===== config.mk =====
export PLATFORM = sky130hd
export DESIGN_NAME = msj_pid_update_scheduler_flat
export DESIGN_NICKNAME = d
export VERILOG_FILES = /design/src/rtl/msj_pid_update_scheduler_if.sv /design/src/rtl/msj_pid_update_scheduler.sv /design/src/flat_wrapper.sv
export SDC_FILE = /design/constraint.sdc
export NUM_CORES = 1
export LEC_CHECK = 0
export BUFFER_PORTS_ARGS = -buffer_cell sky130_fd_sc_hd__buf_4
export CORE_MARGIN = 2
export CORE_UTILIZATION = 28
export DETAILED_ROUTE_END_ITERATION = 12
export SLEW_MARGIN = 40
export SYNTH_ARGS = -nofsm -noshare
export SYNTH_HDL_FRONTEND = slang
export SYNTH_SLANG_ARGS = --single-unit

===== constraint.sdc =====
create_clock -name clock -period 13 [get_ports clock]
set_clock_uncertainty 0.2 [all_clocks]
set_input_delay 1.95 -clock clock [delete_from_list [all_inputs] [get_ports clock]]
set_output_delay 1.95 -clock clock [all_outputs]
set_load 0.01 [all_outputs]

===== src/rtl/msj_pid_update_scheduler_if.sv =====
// rtl/msj_pid_update_scheduler_if.sv - start/done handshake between the scheduler and the shared PID core
interface msj_pid_update_scheduler_if #(
  parameter int MOTOR_ID_WIDTH = 3
);
  logic                      start;
  logic [MOTOR_ID_WIDTH-1:0] motor_id;
  logic                      done;
  logic signed [31:0]        result_duty;

  // scheduler side
  modport master (
    output start,
    output motor_id,
    input  done,
    input  result_duty
  );

  // PID core side
  modport slave (
    input  start,
    input  motor_id,
    output done,
    output result_duty
  );
endinterface


===== src/rtl/msj_pid_update_scheduler.sv =====
// rtl/msj_pid_update_scheduler.sv - round-robin scheduler sharing one PID core across motor channels
module msj_pid_update_scheduler #(
  parameter int NUMBER_OF_MOTORS = 8,
  parameter int MOTOR_ID_WIDTH   = 3,
  parameter int TIMEOUT_CYCLES   = 1024
) (
  input  logic                           clock,
  input  logic                           reset_n,
  input  logic [NUMBER_OF_MOTORS-1:0]    update_request,
  input  logic [NUMBER_OF_MOTORS-1:0]    enable,
  msj_pid_update_scheduler_if.master     core,
  output logic [32*NUMBER_OF_MOTORS-1:0] duty,
  output logic [NUMBER_OF_MOTORS-1:0]    duty_valid,
  output logic                           busy,
  output logic [31:0]                    overrun_count,
  output logic [15:0]                    timeout_count,
  input  logic                           clear_counters
);

  localparam int N           = NUMBER_OF_MOTORS;
  localparam int MW          = MOTOR_ID_WIDTH;
  localparam int TIMER_WIDTH = $clog2(TIMEOUT_CYCLES);

  typedef enum logic [1:0] {
    ST_IDLE,
    ST_ISSUE,
    ST_WAIT
  } state_t;

  state_t                 state_q;
  state_t                 state_d;
  logic [TIMER_WIDTH-1:0] timer_q;
  logic [N-1:0]           pending_q;
  logic [N-1:0]           pending_d;
  logic [N-1:0]           req_valid;
  logic [N-1:0]           grant_vec;
  logic [N-1:0]           accept_vec;
  logic [N-1:0]           overrun_vec;
  logic [N-1:0]           upper_mask;
  logic [N-1:0]           upper_pending;
  logic [MW-1:0]          motor_id_q;
  logic [MW-1:0]          last_grant_q;
  logic [MW-1:0]          sel;
  logic [MW-1:0]          sel_upper;
  logic [MW-1:0]          sel_any;
  logic                   grant_fire;
  logic                   accept;
  logic                   timed_out;
  logic [N-1:0][31:0]     duty_q;
  logic [N-1:0]           duty_valid_q;
  logic [31:0]            overrun_q;
  logic [31:0]            overrun_inc;
  logic [32:0]            overrun_sum;
  logic [15:0]            timeout_q;

  // Round-robin pick: lowest pending index above last_grant, else wrap to lowest pending overall
  always_comb begin
    upper_mask = '0;
    sel_upper  = '0;
    sel_any    = '0;
    for (int k = 0; k < N; k++) begin
      upper_mask[k] = (k > int'(last_grant_q));
    end
    upper_pending = pending_q & upper_mask;
    for (int k = N - 1; k >= 0; k--) begin
      if (upper_pending[k]) sel_upper = MW'(k);
      if (pending_q[k])     sel_any   = MW'(k);
    end
    sel = (upper_pending != '0) ? sel_upper : sel_any;
  end

  // FSM next state and per-cycle events; done wins over a simultaneous timeout
  always_comb begin
    state_d    = state_q;
    grant_fire = 1'b0;
    accept     = 1'b0;
    timed_out  = 1'b0;
    case (state_q)
      ST_IDLE: begin
        if (pending_q != '0) begin
          grant_fire = 1'b1;
          state_d    = ST_ISSUE;
        end
      end
      ST_ISSUE: begin
        state_d = ST_WAIT;
      end
      ST_WAIT: begin
        if (core.done) begin
          accept  = enable[motor_id_q];
          state_d = ST_IDLE;
        end else if (timer_q == TIMER_WIDTH'(TIMEOUT_CYCLES - 1)) begin
          timed_out = 1'b1;
          state_d   = ST_IDLE;
        end
      end
      default: begin
        state_d = ST_IDLE;
      end
    endcase
  end

  // Request bookkeeping: a request landing on the granted channel re-arms it instead of overrunning
  always_comb begin
    grant_vec   = '0;
    accept_vec  = '0;
    overrun_inc = '0;
    for (int k = 0; k < N; k++) begin
      grant_vec[k]  = grant_fire && (sel == MW'(k));
      accept_vec[k] = accept && (motor_id_q == MW'(k));
    end
    req_valid   = update_request & enable;
    overrun_vec = req_valid & pending_q & ~grant_vec;
    pending_d   = enable & ((pending_q & ~grant_vec) | req_valid);
    for (int k = 0; k < N; k++) begin
      overrun_inc = overrun_inc + 32'(overrun_vec[k]);
    end
    overrun_sum = {1'b0, overrun_q} + {1'b0, overrun_inc};
  end

  // FSM state register
  always_ff @(posedge clock or negedge reset_n) begin
    if (!reset_n) begin
      state_q <= ST_IDLE;
    end else begin
      state_q <= state_d;
    end
  end

  // Pending set, grant bookkeeping and WAIT timer
  always_ff @(posedge clock or negedge reset_n) begin
    if (!reset_n) begin
      pending_q    <= '0;
      motor_id_q   <= '0;
      last_grant_q <= MW'(N - 1);
      timer_q      <= '0;
    end else begin
      pending_q <= pending_d;
      if (grant_fire) begin
        motor_id_q   <= sel;
        last_grant_q <= sel;
      end
      if (state_q == ST_ISSUE) begin
        timer_q <= '0;
      end else if (state_q == ST_WAIT) begin
        timer_q <= timer_q + 1'b1;
      end
    end
  end

  // Duty registers: disabled channels are held at zero, accepted results land one cycle after done
  always_ff @(posedge clock or negedge reset_n) begin
    if (!reset_n) begin
      duty_q       <= '0;
      duty_valid_q <= '0;
    end else begin
      for (int k = 0; k < N; k++) begin
        if (!enable[k]) begin
          duty_q[k] <= '0;
        end else if (accept_vec[k]) begin
          duty_q[k] <= core.result_duty;
        end
      end
      duty_valid_q <= accept_vec;
    end
  end

  // Saturating diagnostic counters; clear beats a same-cycle increment
  always_ff @(posedge clock or negedge reset_n) begin
    if (!reset_n) begin
      overrun_q <= '0;
      timeout_q <= '0;
    end else if (clear_counters) begin
      overrun_q <= '0;
      timeout_q <= '0;
    end else begin
      overrun_q <= overrun_sum[32] ? '1 : overrun_sum[31:0];
      if (timed_out && (timeout_q != '1)) begin
        timeout_q <= timeout_q + 16'd1;
      end
    end
  end

  assign core.start    = (state_q == ST_ISSUE);
  assign core.motor_id = motor_id_q;
  assign busy          = (state_q != ST_IDLE);
  assign duty          = duty_q;
  assign duty_valid    = duty_valid_q;
  assign overrun_count = overrun_q;
  assign timeout_count = timeout_q;

endmodule


===== src/flat_wrapper.sv =====
// flat-port wrapper written by rule: the top's interface ports become plain ports
module msj_pid_update_scheduler_flat 
#(
  parameter int NUMBER_OF_MOTORS = 8,
  parameter int MOTOR_ID_WIDTH   = 3,
  parameter int TIMEOUT_CYCLES   = 1024
)
  (clock, reset_n, update_request, enable, duty, duty_valid, busy, overrun_count, timeout_count, clear_counters, core_start, core_motor_id, core_done, core_result_duty);
  msj_pid_update_scheduler_if #(.MOTOR_ID_WIDTH(MOTOR_ID_WIDTH)) core_i ();
  input  logic clock;
  input  logic reset_n;
  input  logic [NUMBER_OF_MOTORS-1:0] update_request;
  input  logic [NUMBER_OF_MOTORS-1:0] enable;
  output logic [32*NUMBER_OF_MOTORS-1:0] duty;
  output logic [NUMBER_OF_MOTORS-1:0] duty_valid;
  output logic busy;
  output logic [31:0] overrun_count;
  output logic [15:0] timeout_count;
  input  logic clear_counters;
  output wire logic [$bits(core_i.start)-1:0] core_start;
  output wire logic [$bits(core_i.motor_id)-1:0] core_motor_id;
  input wire logic [$bits(core_i.done)-1:0] core_done;
  input wire logic [$bits(core_i.result_duty)-1:0] core_result_duty;
  assign core_start = core_i.start;
  assign core_motor_id = core_i.motor_id;
  assign core_i.done = core_done;
  assign core_i.result_duty = core_result_duty;
  msj_pid_update_scheduler #(.NUMBER_OF_MOTORS(NUMBER_OF_MOTORS), .MOTOR_ID_WIDTH(MOTOR_ID_WIDTH), .TIMEOUT_CYCLES(TIMEOUT_CYCLES)) u_core (.clock(clock), .reset_n(reset_n), .update_request(update_request), .enable(enable), .core(core_i), .duty(duty), .duty_valid(duty_valid), .busy(busy), .overrun_count(overrun_count), .timeout_count(timeout_count), .clear_counters(clear_counters));
endmodule

; After elaboration in Yosys (flattened, before gate mapping)
; Index checks and enable logic that the tools add are counted.
[word_totals]
register_bits = 338
input_bits = 52
output_inout_bits = 317
elab_cells = 148
[classes]
add_sub_neg = 10
order_cmp = 8
n_eq_ne = 28
muxes = 52
bitwise_logic = 8
reduce_logical = 26
[ops]
columns = op, n
row1 = $mux 32, 18
row2 = $add 32x1->32, 6
row3 = $mux 3, 17
row4 = $and 8x8->8, 6
row5 = $add 32x32->33, 1
row6 = $mux 16, 2
row7 = $eq 3x3->1 const B, 8
row8 = $mux 10, 2
row9 = $ne 2x1->1 const B, 9
row10 = $logic_and 1x1->1, 17
row11 = $add 16x1->16 const B, 1
row12 = $ne 16x16->1 const B, 1
row13 = $reduce_bool 8->1, 2
row14 = $eq 3x2->1 const B, 4
row15 = $gt 3x3->1 const A, 4
row16 = $add 10x1->10 const B, 1
row17 = $eq 10x10->1 const B, 1
row18 = $mux 1, 8
row19 = $not 8->8, 1
row20 = $or 8x8->8, 1
row21 = $eq 3x1->1 const B, 2
row22 = $gt 2x3->1 const A, 2
row23 = $logic_not 3->1, 2
row24 = $mux 2, 3
row25 = other kinds (11), 13

; Longest topological paths before layout
[depth]
depth_word = 25
depth_mapped = 23
mapped_depth_nobuf = 21

; Least setup slack after synthesis
; No wires, ideal clock.
[synth_timing]
path_kind = input port to flip-flop
startpoint = input enable[1]
endpoint = register u_core.overrun_q[12] (netlist: u_core.overrun_count[12])
setup_time_ns = 0.078
arrival_ns = 6.373
t_required_ns = 12.722
path_slack_ns = 6.349
stages = 17
n_path_buf = 2
cell_sequence = clkbuf_1 > clkbuf_1 > nand3_1 > a21oi_1 > ha_1 > inv_1 > fa_1 > fa_1 > fa_1 > fa_1 > fa_1 > nor2b_1 > o21a_1 > nor2_1 > or4b_1 > xor2_1 > a21oi_1
[synth_between]
elab_chain_cells = 13
[synth_lines]
columns = element, line
row1 = "start, declared", flat_wrapper.sv:13  ; input logic [NUMBER_OF_MOTORS-1:0] enable;
row2 = $and 8x8->8, msj_pid_update_scheduler.sv:112  ; req_valid = update_request & enable;
row3 = $and 8x8->8 (2 in a row), msj_pid_update_scheduler.sv:113  ; overrun_vec = req_valid & pending_q & ~grant_vec;
row4 = $add 1x1->2, msj_pid_update_scheduler.sv:116  ; overrun_inc = overrun_inc + 32'(overrun_vec[k]);
row5 = $add 32x1->32 (6 in a row), msj_pid_update_scheduler.sv:116
row6 = $add 32x32->33, msj_pid_update_scheduler.sv:118  ; overrun_sum = {1'b0, overrun_q} + {1'b0, overrun_inc};
row7 = $mux 32, msj_pid_update_scheduler.sv:177  ; overrun_q <= overrun_sum[32] ? '1 : overrun_sum[31:0];
row8 = $mux 32, msj_pid_update_scheduler.sv:173  ; end else if (clear_counters) begin
row9 = "end signal, assigned", msj_pid_update_scheduler.sv:177
row10 = "end, declared", msj_pid_update_scheduler.sv:51  ; logic [31:0] overrun_q;
; No other way between the ends.
; A chain may end at the register's enable or synchronous reset.

; Worst setup path in the final report
[layout_timing]
startpoint = register u_core.last_grant_q[2]
endpoint = register u_core.overrun_q[25] (netlist: u_core.overrun_count[25])
[layout_between]
elab_chain_cells = 25
elab_cells_between_ends = 46
cone_classes = add/sub: 8 / order compare: 7 / eq/ne: 7 / mux: 11 / bitwise: 3 / reduce/logical: 10
[layout_lines]
columns = element, line
row1 = "start, declared", msj_pid_update_scheduler.sv:42  ; logic [MW-1:0] last_grant_q;
row2 = "start signal, assigned", msj_pid_update_scheduler.sv:135  ; last_grant_q <= MW'(N - 1);
row3 = "start signal, assigned", msj_pid_update_scheduler.sv:141  ; last_grant_q <= sel;
row4 = $gt 3x3->1, msj_pid_update_scheduler.sv:62  ; upper_mask[k] = (k > int'(last_grant_q));
row5 = $and 8x8->8 *, msj_pid_update_scheduler.sv:64  ; upper_pending = pending_q & upper_mask;
row6 = $mux 3 (8 in a row), msj_pid_update_scheduler.sv:66  ; if (upper_pending[k]) sel_upper = MW'(k);
row7 = $mux 3 *, msj_pid_update_scheduler.sv:69  ; sel = (upper_pending != '0) ? sel_upper : sel_any;
row8 = $eq 3x1->1 or $logic_not 3->1 (tied branches), msj_pid_update_scheduler.sv:109  ; grant_vec[k] = grant_fire && (sel == MW'(k));
row9 = $logic_and 1x1->1, msj_pid_update_scheduler.sv:109
row10 = $not 8->8 *, msj_pid_update_scheduler.sv:113
row11 = $and 8x8->8 *, msj_pid_update_scheduler.sv:113
row12 = $add 1x1->2, msj_pid_update_scheduler.sv:116
row13 = $add 32x1->32 (5 in a row), msj_pid_update_scheduler.sv:116
row14 = $add 32x1->32 *, msj_pid_update_scheduler.sv:116
row15 = $add 32x32->33 *, msj_pid_update_scheduler.sv:118
row16 = $mux 32 *, msj_pid_update_scheduler.sv:177
row17 = $mux 32 *, msj_pid_update_scheduler.sv:173
; Mark *: on every way between the ends. The rest lies on a longest branch, timed or not.

==> impl_results.md <==
* CTS tree: yes
* Vias in the first global route at 12.54k
* Number of vias per cell at 4.823
* Area grow syn2layout at 30.00%
* Post-CTS sizing at 0
* Post-Layout Inst Area at 0.01940 mm2
* Crit-path max FO at 10
* # fillers at between 5k and 6k
* First-pass iteration count of the detailed router at 5
* Hold_buf cts at 0
* Run status: finished, final reports clean
* Drt wl/cell at roughly 20 um
* Highest metal used: met4
* Critical Path RT at 13.21 ns
* Max VDD drop at roughly 0.074 mV
* Core box area at 0.05266 mm2
* Hold WC Path Type: register to register
* Routed wl met3 at 3.952 mm
* DRC viols at 0
* Fraction of layout cells with a size suffix above 1 at 25.01%
* Largest net degree at the start of global routing at 153
* Metal-1 WL at 22.79 mm
* Slew Viols, Final at 0
* Cell count after synthesis at 1613
* Sequential share of the synthesized area at 56.69%
* Nets at roughly 2.0k
* Setup TNS at 0 ns
* Global-route wire length before repair at 80.40 mm
* CTS buffer count at 40
* CP arrival at 6.81 ns
* Initial core utilization at 28.35%
* MaxCap Viol Count at 0
* Htree depth at 2
* Worst-Margin Slew at 0.8010 ns
* Lkg Pwr at 9.713 nW
* Clk root buf: clkbuf_16
* Worst setup SP type: register
* Top post-synthesis cells by area: dfrtp_1 56%, nand2_1 14%, nand3_1 5.0%, o21ai_0 3.1%, xor2_1 1.9%
* Clk pin slew, worst setup/hold paths at about 0.06 ns
* Max Fclk at ~0.15 GHz
* Post-synth top flop: dfrtp_1
* Fin. Hold Viols at 0
* Synth Area per Inst at 9.253 um2
* Number of synthesized flops with an enable pin at 0
* Routed vias at 12.62k
* Mapped Area at 0.01493 mm2
* Post-CTS Setup Bufs at 0
* WS Path Type: register to register
* Rows at 84
* Die Height at approximately 230 um
* Post-Syn Nets at about 1.7k
* Met2 Routed Length at ~25 mm
* Clk Latency, worst-skew pair at 0.56 ns
* Register Area at 0.008462 mm2
* Power per cell area at 139.8 mW/mm2
* Largest area contributor in the netlist: dfrtp_1
* Die ar. at 0.05517 mm2
* Footprint of the multi-input gates at roughly 0.0057 mm2
* Die width at 234.9 um
* Crit share post-route at 50.72%
* Netlist cell types at 62
* Initial antenna violation count at 0
* Worst setup EP type: register
* Post-synth ARST share at between 90% and 100%
* Final min period at 6.594 ns
* Input/output buffers at between 300 and 400
* ANT nets after route at 0
* Worst relative slew slack at 46.52%
* CTS Sinks at 338
* Clock buffer depth at 3
* DRT iter0 DRCs at slightly below 900
* Congestion Overflow GR at 0
* Number of I/O pins at 369
* PnR Total Power at around 2.7 mW
* Synth top area share at 56.17%
* Post-synthesis register bit count at between 300 and 400
* GRT Overall Usage at 18.96%
* WL final at 53.15 mm
* Endpoints failing setup at 0
* Syn. warnings at 0
* RSZ-0062 raised after global routing: false
* Final Wtd Congestion at 0.8537
* Post-DP HPWL at ~36 mm
* Placed instance area at 0.01808 mm2
## cell families after synthesis
kind of cell / after synthesis / synth area share, %
buffers and inverters: 164 / 5.030
muxes: 11 / 1.006
DFF: 338 / 56.69
xor gates and xnor gates: 47 / 2.758
adders and majority gates: 18 / 1.760
AOI/OAI and AO/OA: 234 / 9.607
and+or+nand+nor: 801 / 23.15
## through the flow
step	utilization, %	setup slack [ns]	hold WS, ns	std cells
final	36.85	6.406	0.3062	2616
after global routing	36.85	6.004	0.3313	2615
after CTS	36.79	6.396	0.3091	2614
after detailed placement	34.34	5.945	0.2946	2549
after global placement	34.26	5.757	0.2922	2548
after floorplan	-	6.349	0.2771	1613
## worst max-delay path, stage by stage (launching register included)
cell and delay (ns):
dfstp_2 0.62, nor2_1 0.09, o21ai_1 0.09, o21ai_1 0.13
or3_4 0.43, mux2i_2 0.54, a21oi_1 0.15, ha_1 0.32
inv_1 0.05, fa_1 0.51, fa_1 0.53, fa_1 0.49
fa_1 0.55, inv_1 0.06, ha_1 0.31, a211oi_1 0.08
o21bai_1 0.43, and2_1 0.42, nand4_1 0.16, xor2_1 0.20
a21oi_2 0.08
## path summary, 6_finish.rpt
path / cells after the start / start / slack (ns) / endpoint
hold reg to reg: 2 / u_core.duty[229]$_DFFE_PN0P_ / 0.31 / u_core.duty[229]$_DFFE_PN0P_
setup reg to reg: 20 / u_core.last_grant_q[2]$_DFFE_PN1P_ / 6.41 / u_core.overrun_count[25]$_DFF_PN0_
max in group asynchronous: 3 / reset_n / 10.07 / u_core.duty[62]$_DFFE_PN0P_
hold / removal: 2 / u_core.duty[229]$_DFFE_PN0P_ / 0.31 / u_core.duty[229]$_DFFE_PN0P_
setup / recovery: 20 / u_core.last_grant_q[2]$_DFFE_PN1P_ / 6.41 / u_core.overrun_count[25]$_DFF_PN0_
min in group asynchronous: 1 / reset_n / 1.15 / u_core.duty[174]$_DFFE_PN0P_
## routing by layer
layer,vias to the layer above,global-route usage [%]
li1,5854,-
met1,6230,24.81
met2,448,30.70
met3,84,5.052
met4,0,5.715
met5,-,0
## cell type report
class | count | share of cell area, %
sequential | 338 | 43.61
multi-input combinational | 1111 | 29.58
timing repair buffer | 381 | 15.07
clock buffer | 56 | 5.990
tap | 688 | 4.436
clock inverter | 9 | 0.6577
inverter | 32 | 0.6384
antenna | 1 | 0.01290
## flip-flops by register name, indices dropped and copies added (netlist names)
name / flops
u_core.core.motor_id: 3
u_core.timeout_count: 16
u_core.last_grant_q: 3
u_core.duty_valid: 8
u_core.duty: 256
u_core.overrun_count: 32
u_core.timer_q: 10
u_core.state_q: 2
u_core.pending_q: 8
## power by group
group,total (mW),switching (mW),internal (mW),leakage (nW)
Clock,1.13,0.452,0.678,0.638
Sequential,1.17,0.0580,1.11,4.68
Combinational,0.416,0.259,0.157,4.40
## cells in the mapped netlist (7+ instances only)
master and number:
a21boi_0 18, a21boi_1 28, a21oi_1 37, a21oi_2 9, and3_1 9, buf_2 50, buf_4 13, clkbuf_1 60
dfrtp_1 335, ha_1 13, inv_1 27, nand2_1 543, nand3_1 150, nand4_1 15, nor2_1 38, nor3_1 11
o21ai_0 93, o21ai_1 7, xnor2_1 14, xor2_1 33
## cells in the final DEF (no fill, tap or decap), types with 4 or more instances in the layout
| master | count |
|---|---|
| nand2b_1 | 6 |
| xnor2_1 | 14 |
| nand4_1 | 15 |
| and3_1 | 9 |
| a21boi_0 | 18 |
| nor2b_1 | 4 |
| o21ai_0 | 93 |
| o21ai_1 | 7 |
| a21oi_1 | 37 |
| ha_1 | 13 |
| a21o_1 | 6 |
| xor2_1 | 33 |
| a31oi_1 | 4 |
| o31a_1 | 4 |
| clkbuf_8 | 8 |
| mux2_2 | 5 |
| nand3_1 | 149 |
| nor2_1 | 37 |
| o21a_1 | 6 |
| nand2_1 | 542 |
| fa_1 | 5 |
| a21oi_2 | 9 |
| clkinv_2 | 5 |
| a21boi_1 | 28 |
| buf_4 | 376 |
| clkbuf_16 | 41 |
| dfrtp_1 | 335 |
| clkbuf_1 | 7 |
| o2111ai_1 | 6 |
| inv_1 | 27 |
| nor3_1 | 10 |
| o22ai_1 | 6 |
Power figures use the tool's default switching activity.
